$ cat config.mk
export PLATFORM = sky130hd
export DESIGN_NAME = uart_frame_sched_flat
export DESIGN_NICKNAME = d
export VERILOG_FILES = /design/src/rtl/uart_frame_sched_if.sv /design/src/rtl/uart_frame_sched.sv /design/src/flat_wrapper.sv
export SDC_FILE = /design/constraint.sdc
export NUM_CORES = 1
export LEC_CHECK = 0
export CORE_UTILIZATION = 47
export CTS_CLUSTER_SIZE = 28
export DETAILED_ROUTE_END_ITERATION = 6
export PLACE_DENSITY_LB_ADDON = 0.2
export SLEW_MARGIN = 10
export SYNTH_ARGS = -nofsm -noshare
export SYNTH_HDL_FRONTEND = slang
export SYNTH_SLANG_ARGS = --single-unit
$ cat constraint.sdc
create_clock -name clk -period 2.2 [get_ports clk]
set_input_delay 0.22 -clock clk [delete_from_list [all_inputs] [get_ports clk]]
set_output_delay 0.22 -clock clk [all_outputs]
set_load 0.05 [all_outputs]
$ cat src/rtl/uart_frame_sched_if.sv
// Request/measurement inputs and uart_tx handshake for uart_frame_sched.
// master = requesters + uart_tx side, slave = the scheduler.
interface uart_frame_sched_if;
    logic       req_agua;
    logic       req_peso;
    logic [3:0] val_agua;
    logic [3:0] val_peso;
    logic       tx_ready;
    logic       tx_start;
    logic [7:0] tx_data;
    logic [1:0] gnt;
    logic       busy;
    logic       frame_done;

    modport master (
        output req_agua, req_peso, val_agua, val_peso, tx_ready,
        input  tx_start, tx_data, gnt, busy, frame_done
    );

    modport slave (
        input  req_agua, req_peso, val_agua, val_peso, tx_ready,
        output tx_start, tx_data, gnt, busy, frame_done
    );
endinterface

$ cat src/rtl/uart_frame_sched.sv
// Round-robin frame scheduler: arbitrates water/weight requests and feeds uart_tx
// one ASCII frame per grant. Define CHECKSUM_EN to insert an ID^digit byte before EOF.
module uart_frame_sched #(
    parameter logic [7:0] SOF_BYTE = 8'h7B,
    parameter logic [7:0] EOF_BYTE = 8'h7D,
    parameter logic [7:0] ID_AGUA  = 8'h41,
    parameter logic [7:0] ID_PESO  = 8'h50
) (
    input  logic               clk,
    input  logic               rstn,
    uart_frame_sched_if.slave  bus
);

    typedef enum logic [1:0] {IDLE, SEND, WAIT_BUSY, WAIT_DONE} state_t;

`ifdef CHECKSUM_EN
    localparam logic [2:0] LAST_IDX = 3'd4;
`else
    localparam logic [2:0] LAST_IDX = 3'd3;
`endif

    state_t     state_q, state_d;
    logic [2:0] idx_q, idx_d;
    logic [3:0] val_q, val_d;
    logic       sel_q, sel_d;     // requester of current/last frame: 1 = peso
    logic       done_q, done_d;

    logic       pick_agua, pick_peso;
    logic [7:0] id_byte, digit_byte, frame_byte;

    // sel_q doubles as the round-robin pointer; reset value 1 makes agua win first.
    assign pick_agua = bus.req_agua & (~bus.req_peso | sel_q);
    assign pick_peso = bus.req_peso & (~bus.req_agua | ~sel_q);

    always_ff @(posedge clk or negedge rstn) begin
        if (!rstn) begin
            state_q <= IDLE;
            idx_q   <= 3'd0;
            val_q   <= 4'd0;
            sel_q   <= 1'b1;
            done_q  <= 1'b0;
        end else begin
            state_q <= state_d;
            idx_q   <= idx_d;
            val_q   <= val_d;
            sel_q   <= sel_d;
            done_q  <= done_d;
        end
    end

    always_comb begin
        state_d = state_q;
        idx_d   = idx_q;
        val_d   = val_q;
        sel_d   = sel_q;
        done_d  = 1'b0;
        case (state_q)
            IDLE: begin
                if (pick_agua) begin
                    sel_d   = 1'b0;
                    val_d   = bus.val_agua;
                    idx_d   = 3'd0;
                    state_d = SEND;
                end else if (pick_peso) begin
                    sel_d   = 1'b1;
                    val_d   = bus.val_peso;
                    idx_d   = 3'd0;
                    state_d = SEND;
                end
            end
            SEND: begin
                if (bus.tx_ready) state_d = WAIT_BUSY;
            end
            WAIT_BUSY: begin
                if (!bus.tx_ready) state_d = WAIT_DONE;
            end
            WAIT_DONE: begin
                if (bus.tx_ready) begin
                    if (idx_q == LAST_IDX) begin
                        done_d  = 1'b1;
                        state_d = IDLE;
                    end else begin
                        idx_d   = idx_q + 3'd1;
                        state_d = SEND;
                    end
                end
            end
            default: state_d = IDLE;
        endcase
    end

    // Frame bytes come only from latched registers, so they hold steady in SEND.
    always_comb begin
        id_byte    = sel_q ? ID_PESO : ID_AGUA;
        digit_byte = (val_q < 4'd10) ? (8'h30 + {4'h0, val_q}) : (8'h37 + {4'h0, val_q});
        case (idx_q)
            3'd0:    frame_byte = SOF_BYTE;
            3'd1:    frame_byte = id_byte;
            3'd2:    frame_byte = digit_byte;
`ifdef CHECKSUM_EN
            3'd3:    frame_byte = id_byte ^ digit_byte;
`endif
            default: frame_byte = EOF_BYTE;
        endcase
    end

    always_comb begin
        bus.tx_start   = (state_q == SEND);
        bus.tx_data    = (state_q == SEND) ? frame_byte : 8'h00;
        bus.busy       = (state_q != IDLE);
        bus.gnt        = (state_q == IDLE) ? 2'b00 : (sel_q ? 2'b10 : 2'b01);
        bus.frame_done = done_q;
    end

endmodule

$ cat src/flat_wrapper.sv
// flat-port wrapper written by rule: the top's interface ports become plain ports
module uart_frame_sched_flat 
#(
    parameter logic [7:0] SOF_BYTE = 8'h7B,
    parameter logic [7:0] EOF_BYTE = 8'h7D,
    parameter logic [7:0] ID_AGUA  = 8'h41,
    parameter logic [7:0] ID_PESO  = 8'h50
)
  (clk, rstn, bus_req_agua, bus_req_peso, bus_val_agua, bus_val_peso, bus_tx_ready, bus_tx_start, bus_tx_data, bus_gnt, bus_busy, bus_frame_done);
  uart_frame_sched_if bus_i ();
  input  logic clk;
  input  logic rstn;
  input wire logic [$bits(bus_i.req_agua)-1:0] bus_req_agua;
  input wire logic [$bits(bus_i.req_peso)-1:0] bus_req_peso;
  input wire logic [$bits(bus_i.val_agua)-1:0] bus_val_agua;
  input wire logic [$bits(bus_i.val_peso)-1:0] bus_val_peso;
  input wire logic [$bits(bus_i.tx_ready)-1:0] bus_tx_ready;
  output wire logic [$bits(bus_i.tx_start)-1:0] bus_tx_start;
  output wire logic [$bits(bus_i.tx_data)-1:0] bus_tx_data;
  output wire logic [$bits(bus_i.gnt)-1:0] bus_gnt;
  output wire logic [$bits(bus_i.busy)-1:0] bus_busy;
  output wire logic [$bits(bus_i.frame_done)-1:0] bus_frame_done;
  assign bus_i.req_agua = bus_req_agua;
  assign bus_i.req_peso = bus_req_peso;
  assign bus_i.val_agua = bus_val_agua;
  assign bus_i.val_peso = bus_val_peso;
  assign bus_i.tx_ready = bus_tx_ready;
  assign bus_tx_start = bus_i.tx_start;
  assign bus_tx_data = bus_i.tx_data;
  assign bus_gnt = bus_i.gnt;
  assign bus_busy = bus_i.busy;
  assign bus_frame_done = bus_i.frame_done;
  uart_frame_sched #(.SOF_BYTE(SOF_BYTE), .EOF_BYTE(EOF_BYTE), .ID_AGUA(ID_AGUA), .ID_PESO(ID_PESO)) u_core (.clk(clk), .rstn(rstn), .bus(bus_i));
endmodule
==> insert_results.sql, run 1 <==
INSERT INTO impl_metrics (metric_group, metric, value, unit) VALUES
('place', 'post-place-cells', '154', ''),
('timing', 'timing.final.hold_violations', '0', ''),
('yosys', 'number_of_warnings_reported_in_the_yosys_synthesis_log', '0', ''),
('global_route', 'grt_first_pass_wirelength', '3.05', 'mm'),
('clock_network', 'clock_tree.buffer_depth', '2', ''),
('timing', 'timing.final.max_slew_violations', '0', ''),
('clock_network', 'cts-buffers-inserted', '3', ''),
('die', 'rows', '15', ''),
('layout', 'layout.nets', '158', ''),
('timing', 'timing.final.crit_period', '2.09', 'ns'),
('power', 'max-vdd-ir-drop', '1.09', 'mV'),
('place', 'detailed_place_hpwl', '1.53', 'mm'),
('yosys', 'sequential_to_total_area_share_from_yosys_stat', '30.3', '%'),
('min_path', 'hp-class', 'in -> async', ''),
('global_route', 'globalRouteOverflowTotal', '0', ''),
('place', 'quantity_of_i_o_buffers_inserted_on_ports', '24', ''),
('detailed_routing', 'final_antenna_net_count', '0', ''),
('power', 'power.total', '2.09', 'mW'),
('critical_path', 'end_kind', 'primary output', ''),
('timing', 'worst_slew_slack_as_a_fraction_of_its_limit', '64.5', '%'),
('critical_path', 'cell_by_cell_trace_of_the_critical_path', 'inv_1 -> ha_1 -> inv_1 -> a2111oi_0 -> a21oi_1 -> nor2b_2 -> buf_12', ''),
('layout', 'num_antenna_cells', '0', ''),
('detailed_routing', 'initialDrtViolationCount', '13', ''),
('die', 'die_height', '46.1', 'um'),
('timing', 'max_slew.worst_pin.slew', '0.530', 'ns'),
('detailed_routing', 'drt_total_wl', '1.97', 'mm'),
('yosys', 'synth_seq_cells', '11', ''),
('clock_network', 'post_cts.repair.setup_buffers', '0', ''),
('detailed_routing', 'drcViolationCount', '0', ''),
('power', 'p_leak', '0.566', 'nW'),
('die', 'io_pins', '26', ''),
('clock_network', 'clk-insertion-delay-late', '0.27', 'ns'),
('global_route', 'grt_pass1_vias', '684', ''),
('status', 'outcome', 'finished clean', ''),
('power', 'power.share.switching', '52.9', '%'),
('global_route', 'grt_start_max_net_pins', '12', ''),
('power', 'seqPwrFrac', '19.1', '%'),
('yosys', 'post_synth_inst_count', '107', ''),
('critical_path', 'cp_common_cell', 'sky130_fd_sc_hd__inv_1', ''),
('critical_path', 'critPathTopFamily', 'flip-flops', ''),
('detailed_routing', 'post_drt_wl_per_cell', '12.5', 'um'),
('critical_path', 'crit_path_top_delay_cell', 'sky130_fd_sc_hd__dfrtp_1', ''),
('power', 'switching_power', '1.10', 'mW'),
('critical_path', 'worst_ep_required_time', '1.98', 'ns'),
('critical_path', 'start_kind', 'flop', ''),
('clock_network', 'clkTransAtPathRegs', '0.08', 'ns'),
('global_route', 'grt_antenna_before_repair', '0', ''),
('place', 'gp_congestion', '0.891', ''),
('detailed_routing', 'ratio_of_routed_vias_to_standard_cells', '5.28', ''),
('timing', 'postLayoutSetupSlackWorst', '0.112', 'ns'),
('clock_network', 'cts.htree.levels', '1', ''),
('clock_network', 'tritoncts', 'built', ''),
('critical_path', 'criticalPathCategory', 'reg -> out', ''),
('timing', 'clock-skew-final', '0.000931', 'ns'),
('power', 'power_frac_comb', '73.9', '%'),
('yosys', 'syn_area_per_cell', '8.52', 'sq um'),
('power', 'share_clk_of_total_power', '7.0', '%'),
('die', 'initial_utilization', '51.7', '%'),
('die', 'die_ar', '0.00212', 'sq mm'),
('critical_path', 'critical_path_buf_inv_count', '3', ''),
('critical_path', 'critical_path_peak_fanout', '6', ''),
('yosys', 'netlist_area', '912', 'sq um'),
('timing', 'unrepaired_setup_endpoints_after_global_routing', 'no', ''),
('global_route', 'grt_use_total', '20.4', '%'),
('die', 'fp.dieW', '46.1', 'um'),
('yosys', 'number_of_distinct_library_cell_variants_in_the_gate_level_netlist_after_synthesis', '33', ''),
('yosys', 'synth_fp_nets', '131', ''),
('yosys', 'synth-edff-count', '0', ''),
('critical_path', 'critPathArrivalTime', '1.87', 'ns'),
('timing', 'finalCritPeriodShare', '94.9', '%'),
('clock_network', 'ctsHoldBuffers', '0', '');
==> what timing repair did <==
| action | CTS | global route |
|---|---|---|
| endpoints found under the hold margin | 0 | 0 |
| setup endpoints to repair | 1 | 2 |
| pin swaps | 0 | 0 |
| resized for setup | 1 | 2 |
==> power groups by stage <==
| stage | registers, mW | clock network, mW | logic (mW) |
|---|---|---|---|
| 2_1_floorplan | 0.371 | 0 | 1.04 |
| 3_3_place_gp | 0.394 | 0 | 1.52 |
| 3_5_place_dp | 0.401 | 0 | 1.54 |
| 4_1_cts | 0.397 | 0.145 | 1.54 |
| 5_1_grt | 0.415 | 0.151 | 1.65 |
| 6_report | 0.399 | 0.146 | 1.54 |
==> through the flow <==
stage               util (%)  instance area (sq um)  hold WS [ns]
floorplan                  -                    912       -0.0756
global placement        68.7                   1210         0.543
detailed placement      68.7                   1210         0.555
CTS                     70.1                   1240         0.316
global route            70.4                   1240         0.340
finish                  70.4                   1240         0.295
==> state kept, by name, indices dropped and copies added (netlist names) <==
signal and cells:
u_core.bus.frame_done 1, u_core.idx_q 3, u_core.sel_q 1, u_core.state_q 2
u_core.val_q 4
==> layer usage <==
metal  vias up  GRT usage [%]  part of all wire [%]
met3         4           4.31                   5.1
met5         -              0                     0
met4         0           9.41                   1.5
met1       383           28.9                    48
met2        26           29.6                    46
li1        421              -                     -
==> cell type report <==
cell class              instances  area (sq um)  area share, %
multi-input cells              81           578           46.5
repair buffers                 24           282           22.7
well taps                      25          31.3           2.52
clock buffers                   4          26.3           2.11
flip-flops and latches         11           277           22.3
inverters                      13          48.8           3.93
==> worst reg2reg max path, stage by stage (launching register included) <==
cell                      delay, ns
sky130_fd_sc_hd__dfrtp_1       0.40
sky130_fd_sc_hd__inv_1         0.11
sky130_fd_sc_hd__ha_1          0.30
sky130_fd_sc_hd__or3_1         0.42
sky130_fd_sc_hd__a21oi_2       0.23
sky130_fd_sc_hd__o21ai_1       0.12
sky130_fd_sc_hd__a22oi_2       0.14
==> cells in the mapped netlist, types with 3 or more instances <==
master | count | area share [%]
sky130_fd_sc_hd__dfrtp_1 | 10 | 27
sky130_fd_sc_hd__o21a_1 | 3 | 2.5
sky130_fd_sc_hd__nor2b_1 | 3 | 2.1
sky130_fd_sc_hd__ha_1 | 11 | 15
sky130_fd_sc_hd__mux2i_1 | 5 | 5.5
sky130_fd_sc_hd__o21ai_0 | 10 | 5.5
sky130_fd_sc_hd__nand2_1 | 9 | 3.7
sky130_fd_sc_hd__a21oi_1 | 6 | 3.3
sky130_fd_sc_hd__nor2_1 | 6 | 2.5
sky130_fd_sc_hd__nor3_1 | 3 | 1.6
sky130_fd_sc_hd__o21ai_1 | 3 | 1.6
sky130_fd_sc_hd__inv_1 | 13 | 5.4
==> final timing paths <==
path	from	endpoint	slack, ns	depth (start not counted)
max	u_core.idx_q[0]	bus_tx_data[1]	0.11	7
min	rstn	u_core.state_q[0]	0.29	1
min in group clk	u_core.sel_q	u_core.sel_q	0.57	2
max reg2reg	u_core.state_q[1]	u_core.state_q[0]	0.40	6
min reg2reg	u_core.sel_q	u_core.sel_q	0.57	2
max in group asynchronous	rstn	u_core.sel_q	1.54	1
==> logic make-up (layout without fill, tap and decap cells) <==
family                     Yosys count  after routing  synth area share, %
adders and majority gates           11             11                 15.1
buffers and inverters               15             41                 6.58
xor gates and xnor gates             1              1                0.960
DFF                                 11             11                 30.3
AOI/OAI and AO/OA                   34             34                 24.7
and+or+nand+nor                     29             29                 16.5
other                                1              1                0.411
muxes                                5              5                 5.49
==> layout by cell type (no fill, tap or decap), drive strengths merged <==
cell type,instances
inv,13
clkdlybuf4s50,13
o21ai,13
ha,11
dfrtp,10
nand2,9
buf,9
a21oi,7
nor2,6
mux2i,5
clkbuf,4
nor2b,4
o21a,3
nor3,3
o31a,2
or3,2
nand2b,2
a22o,2
nand3,1
a21boi,1
nor4b,1
a2111oi,1
xnor2,1
o311a,1
a31oi,1
nor3b,1
a211oi,1
a22oi,1
a211o,1
conb,1
dlymetal6s2s,1
dlygate4sd2,1
dfstp,1
No activity file was read; power rests on OpenSTA's default activity.
==> run 2: changes to the inputs <==
- CORE_ASPECT_RATIO: default -> 1.1
==> run 2 against run 1 <==
  * Worst setup slack improved by 0.00056 ns
  * Clock skew grew 0.0072 ns
  * Flip-flop and latch count unchanged
  * Register-to-register slack barely moved
  * Die area barely moved
  * Routed wire length up 1.1%
  * First-iteration DRC count up 15%
  * Hold slack lost 0.018 ns
  * Sequential share of layout area is 0.16 points lower
  * Largest power group unchanged
==> insert_results.sql, run 2 (synthesis results as in run 1) <==
INSERT INTO impl_metrics (metric_group, metric, value, unit) VALUES
('status', 'outcome', 'finished clean', ''),
('power', 'switching_power', '1.11', 'mW'),
('timing', 'max_slew.worst_pin.slew', '0.519', 'ns'),
('detailed_routing', 'final_antenna_net_count', '0', ''),
('timing', 'achievable-frequency', '479', 'MHz'),
('place', 'placement.setup.worst_slack', '0.286', 'ns'),
('place', 'post-place-cells', '148', ''),
('detailed_routing', 'initialDrtViolationCount', '15', ''),
('clock_network', 'clk-insertion-delay-late', '0.27', 'ns'),
('power', 'power.total', '2.11', 'mW'),
('layout', 'fillers', '142', ''),
('run', 'cap_violations', '0', ''),
('critical_path', 'critical_path_peak_fanout', '6', ''),
('detailed_routing', 'number_of_vias_after_detailed_routing', '835', ''),
('layout', 'largest-register', 'u_core.val_q', ''),
('power', 'power_frac_comb', '73.8', '%'),
('detailed_routing', 'ratio_of_routed_vias_to_standard_cells', '5.49', ''),
('place', 'detailed_place_hpwl', '1.57', 'mm'),
('power', 'seqPwrFrac', '19.5', '%'),
('timing', 'timing.final.hold_violations', '0', ''),
('power', 'power.share.switching', '52.7', '%'),
('detailed_routing', 'drcViolationCount', '0', ''),
('timing', 'worst_slew_slack_as_a_fraction_of_its_limit', '65.2', '%'),
('layout', 'final_cell_mix', 'sky130_fd_sc_hd__clkdlybuf4s50_1 (14), sky130_fd_sc_hd__inv_1 (13), sky130_fd_sc_hd__o21ai_0 (10), sky130_fd_sc_hd__ha_1 (10), sky130_fd_sc_hd__dfrtp_1 (10)', ''),
('critical_path', 'critical_path_buf_inv_count', '2', ''),
('critical_path', 'critPathArrivalTime', '1.87', 'ns'),
('timing', 'timing.final.max_slew_violations', '0', ''),
('critical_path', 'end_kind', 'primary output', ''),
('layout', 'commonest_non_fill_non_tap_cell_in_the_layout', 'sky130_fd_sc_hd__clkdlybuf4s50_1', ''),
('power', 'power_density_over_the_cells', '1680', 'mW/mm^2'),
('detailed_routing', 'drt_total_wl', '1.99', 'mm'),
('global_route', 'grt_antenna_before_repair', '0', ''),
('layout', 'largest_register_ff_count', '4', ''),
('critical_path', 'crit_path_top_delay_cell', 'sky130_fd_sc_hd__dfrtp_1', ''),
('die', 'core_area', '0.00180', 'sq mm'),
('power', 'max-vdd-ir-drop', '1.07', 'mV'),
('clock_network', 'cts-buffers-inserted', '3', ''),
('global_route', 'grt_use_total', '22.3', '%'),
('detailed_routing', 'drt-pass1-iter-count', '6', ''),
('power', 'p_leak', '0.565', 'nW'),
('critical_path', 'start_kind', 'flop', ''),
('clock_network', 'post_cts.repair.setup_buffers', '0', ''),
('clock_network', 'cts.root.buffer_cell', 'sky130_fd_sc_hd__clkbuf_4', ''),
('timing', 'timing.hold.ws', '0.277', 'ns'),
('layout', 'top_regs', 'u_core.val_q (4), u_core.idx_q (3), u_core.state_q (2)', ''),
('critical_path', 'cell_by_cell_trace_of_the_critical_path', 'inv_1 -> ha_1 -> a2111oi_2 -> a21oi_1 -> nor2b_1 -> buf_12', ''),
('power', 'power_report.internal_total', '997', 'uW'),
('timing', 'unrepaired_setup_endpoints_after_global_routing', 'no', ''),
('die', 'initial_utilization', '50.6', '%'),
('place', 'quantity_of_i_o_buffers_inserted_on_ports', '24', ''),
('clock_network', 'clkTransAtPathRegs', '0.08', 'ns'),
('layout', 'area_growth', '37.2', '%'),
('die', 'fp.dieW', '44.0', 'um'),
('detailed_routing', 'post_drt_wl_per_cell', '13.1', 'um'),
('die', 'io_pins', '26', ''),
('die', 'die_height', '48.2', 'um'),
('layout', 'stdcell_count', '152', ''),
('die', 'die_ar', '0.00212', 'sq mm'),
('layout', 'num_antenna_cells', '0', ''),
('die', 'rows', '16', ''),
('timing', 'finalSetupTns', '0', 'ns'),
('global_route', 'globalRouteOverflowTotal', '0', ''),
('clock_network', 'cts.htree.levels', '1', ''),
('layout', 'final_layout_size_suffix_gt1_share', '17.2', '%'),
('place', 'gp_congestion', '0.880', ''),
('global_route', 'grt_first_pass_wirelength', '3.31', 'mm'),
('critical_path', 'criticalPathCategory', 'reg -> out', ''),
('critical_path', 'critPathTopFamily', 'flip-flops', ''),
('power', 'share_clk_of_total_power', '6.7', '%'),
('timing', 'timing.final.crit_period', '2.09', 'ns'),
('layout', 'layout.nets', '159', ''),
('timing', 'finalSetupViolations', '0', ''),
('min_path', 'hp-class', 'in -> async', ''),
('clock_network', 'clock_tree.buffer_depth', '2', ''),
('global_route', 'grt_pass1_vias', '719', ''),
('clock_network', 'clock_sink_count', '11', ''),
('critical_path', 'worst_ep_required_time', '1.98', 'ns'),
('critical_path', 'timing.critical_path.slowest_cell_delay', '0.43', 'ns'),
('clock_network', 'tritoncts', 'built', ''),
('global_route', 'grt_start_max_net_pins', '12', ''),
('timing', 'postLayoutSetupSlackWorst', '0.113', 'ns'),
('timing', 'clock-skew-final', '0.00809', 'ns'),
('timing', 'finalCritPeriodShare', '94.9', '%');
## run 2: final timing paths
kind,endpoint,startpoint,slack [ns],depth (start not counted)
setup / recovery,bus_tx_data[1],u_core.val_q[1],0.11,6
hold / removal,u_core.state_q[0],rstn,0.28,1
setup reg to reg,u_core.idx_q[2],u_core.state_q[0],0.39,6
hold reg to reg,u_core.sel_q,u_core.sel_q,0.57,2
max in group asynchronous,u_core.sel_q,rstn,1.56,1
min in group clk,u_core.sel_q,u_core.sel_q,0.57,2
## run 2: what timing repair did
item,4_1_cts,5_1_grt
gates cloned,0,0
hold buffers,0,0
gates resized for setup,1,4
setup endpoints to repair,1,4
hold endpoints to repair,0,0
## run 2: worst reg2reg max path, stage by stage (launching register included)
cell                      delay, ns
sky130_fd_sc_hd__dfrtp_1       0.40
sky130_fd_sc_hd__inv_1         0.16
sky130_fd_sc_hd__ha_1          0.21
sky130_fd_sc_hd__buf_4         0.16
sky130_fd_sc_hd__nor3b_2       0.38
sky130_fd_sc_hd__nor3_1        0.13
sky130_fd_sc_hd__a22o_1        0.25
## run 2: metrics by stage
step	area [sq um]	util, %
4_1_cts	1240	68.6
3_3_place_gp	1210	67.2
3_5_place_dp	1210	67.2
5_1_grt	1250	69.4
2_1_floorplan	912	-
6_report	1250	69.4
## run 2: layout make-up
cell class	count	area [sq um]	area share, %
Tap cell	18	22.5	1.80
Timing Repair Buffer	25	287	22.9
Inverter	13	48.8	3.90
Multi-Input combinational cell	81	591	47.2
Sequential cell	11	277	22.1
Clock buffer	4	26.3	2.10
## run 2: power groups by stage
| stage | sequential, mW | combinational (mW) | clock (mW) |
|---|---|---|---|
| floorplan | 0.371 | 1.04 | 0 |
| global placement | 0.400 | 1.53 | 0 |
| detailed placement | 0.409 | 1.55 | 0 |
| CTS | 0.405 | 1.54 | 0.143 |
| global route | 0.424 | 1.69 | 0.150 |
| finish | 0.411 | 1.55 | 0.141 |
## run 2: layer usage
metal / track usage [%] / up-vias / share of wire (%)
li1: - / 429 / -
met1: 32.2 / 378 / 51
met2: 32.1 / 21 / 44
met3: 1.85 / 7 / 2.6
met4: 15.2 / 0 / 2.9
met5: 0 / - / 0
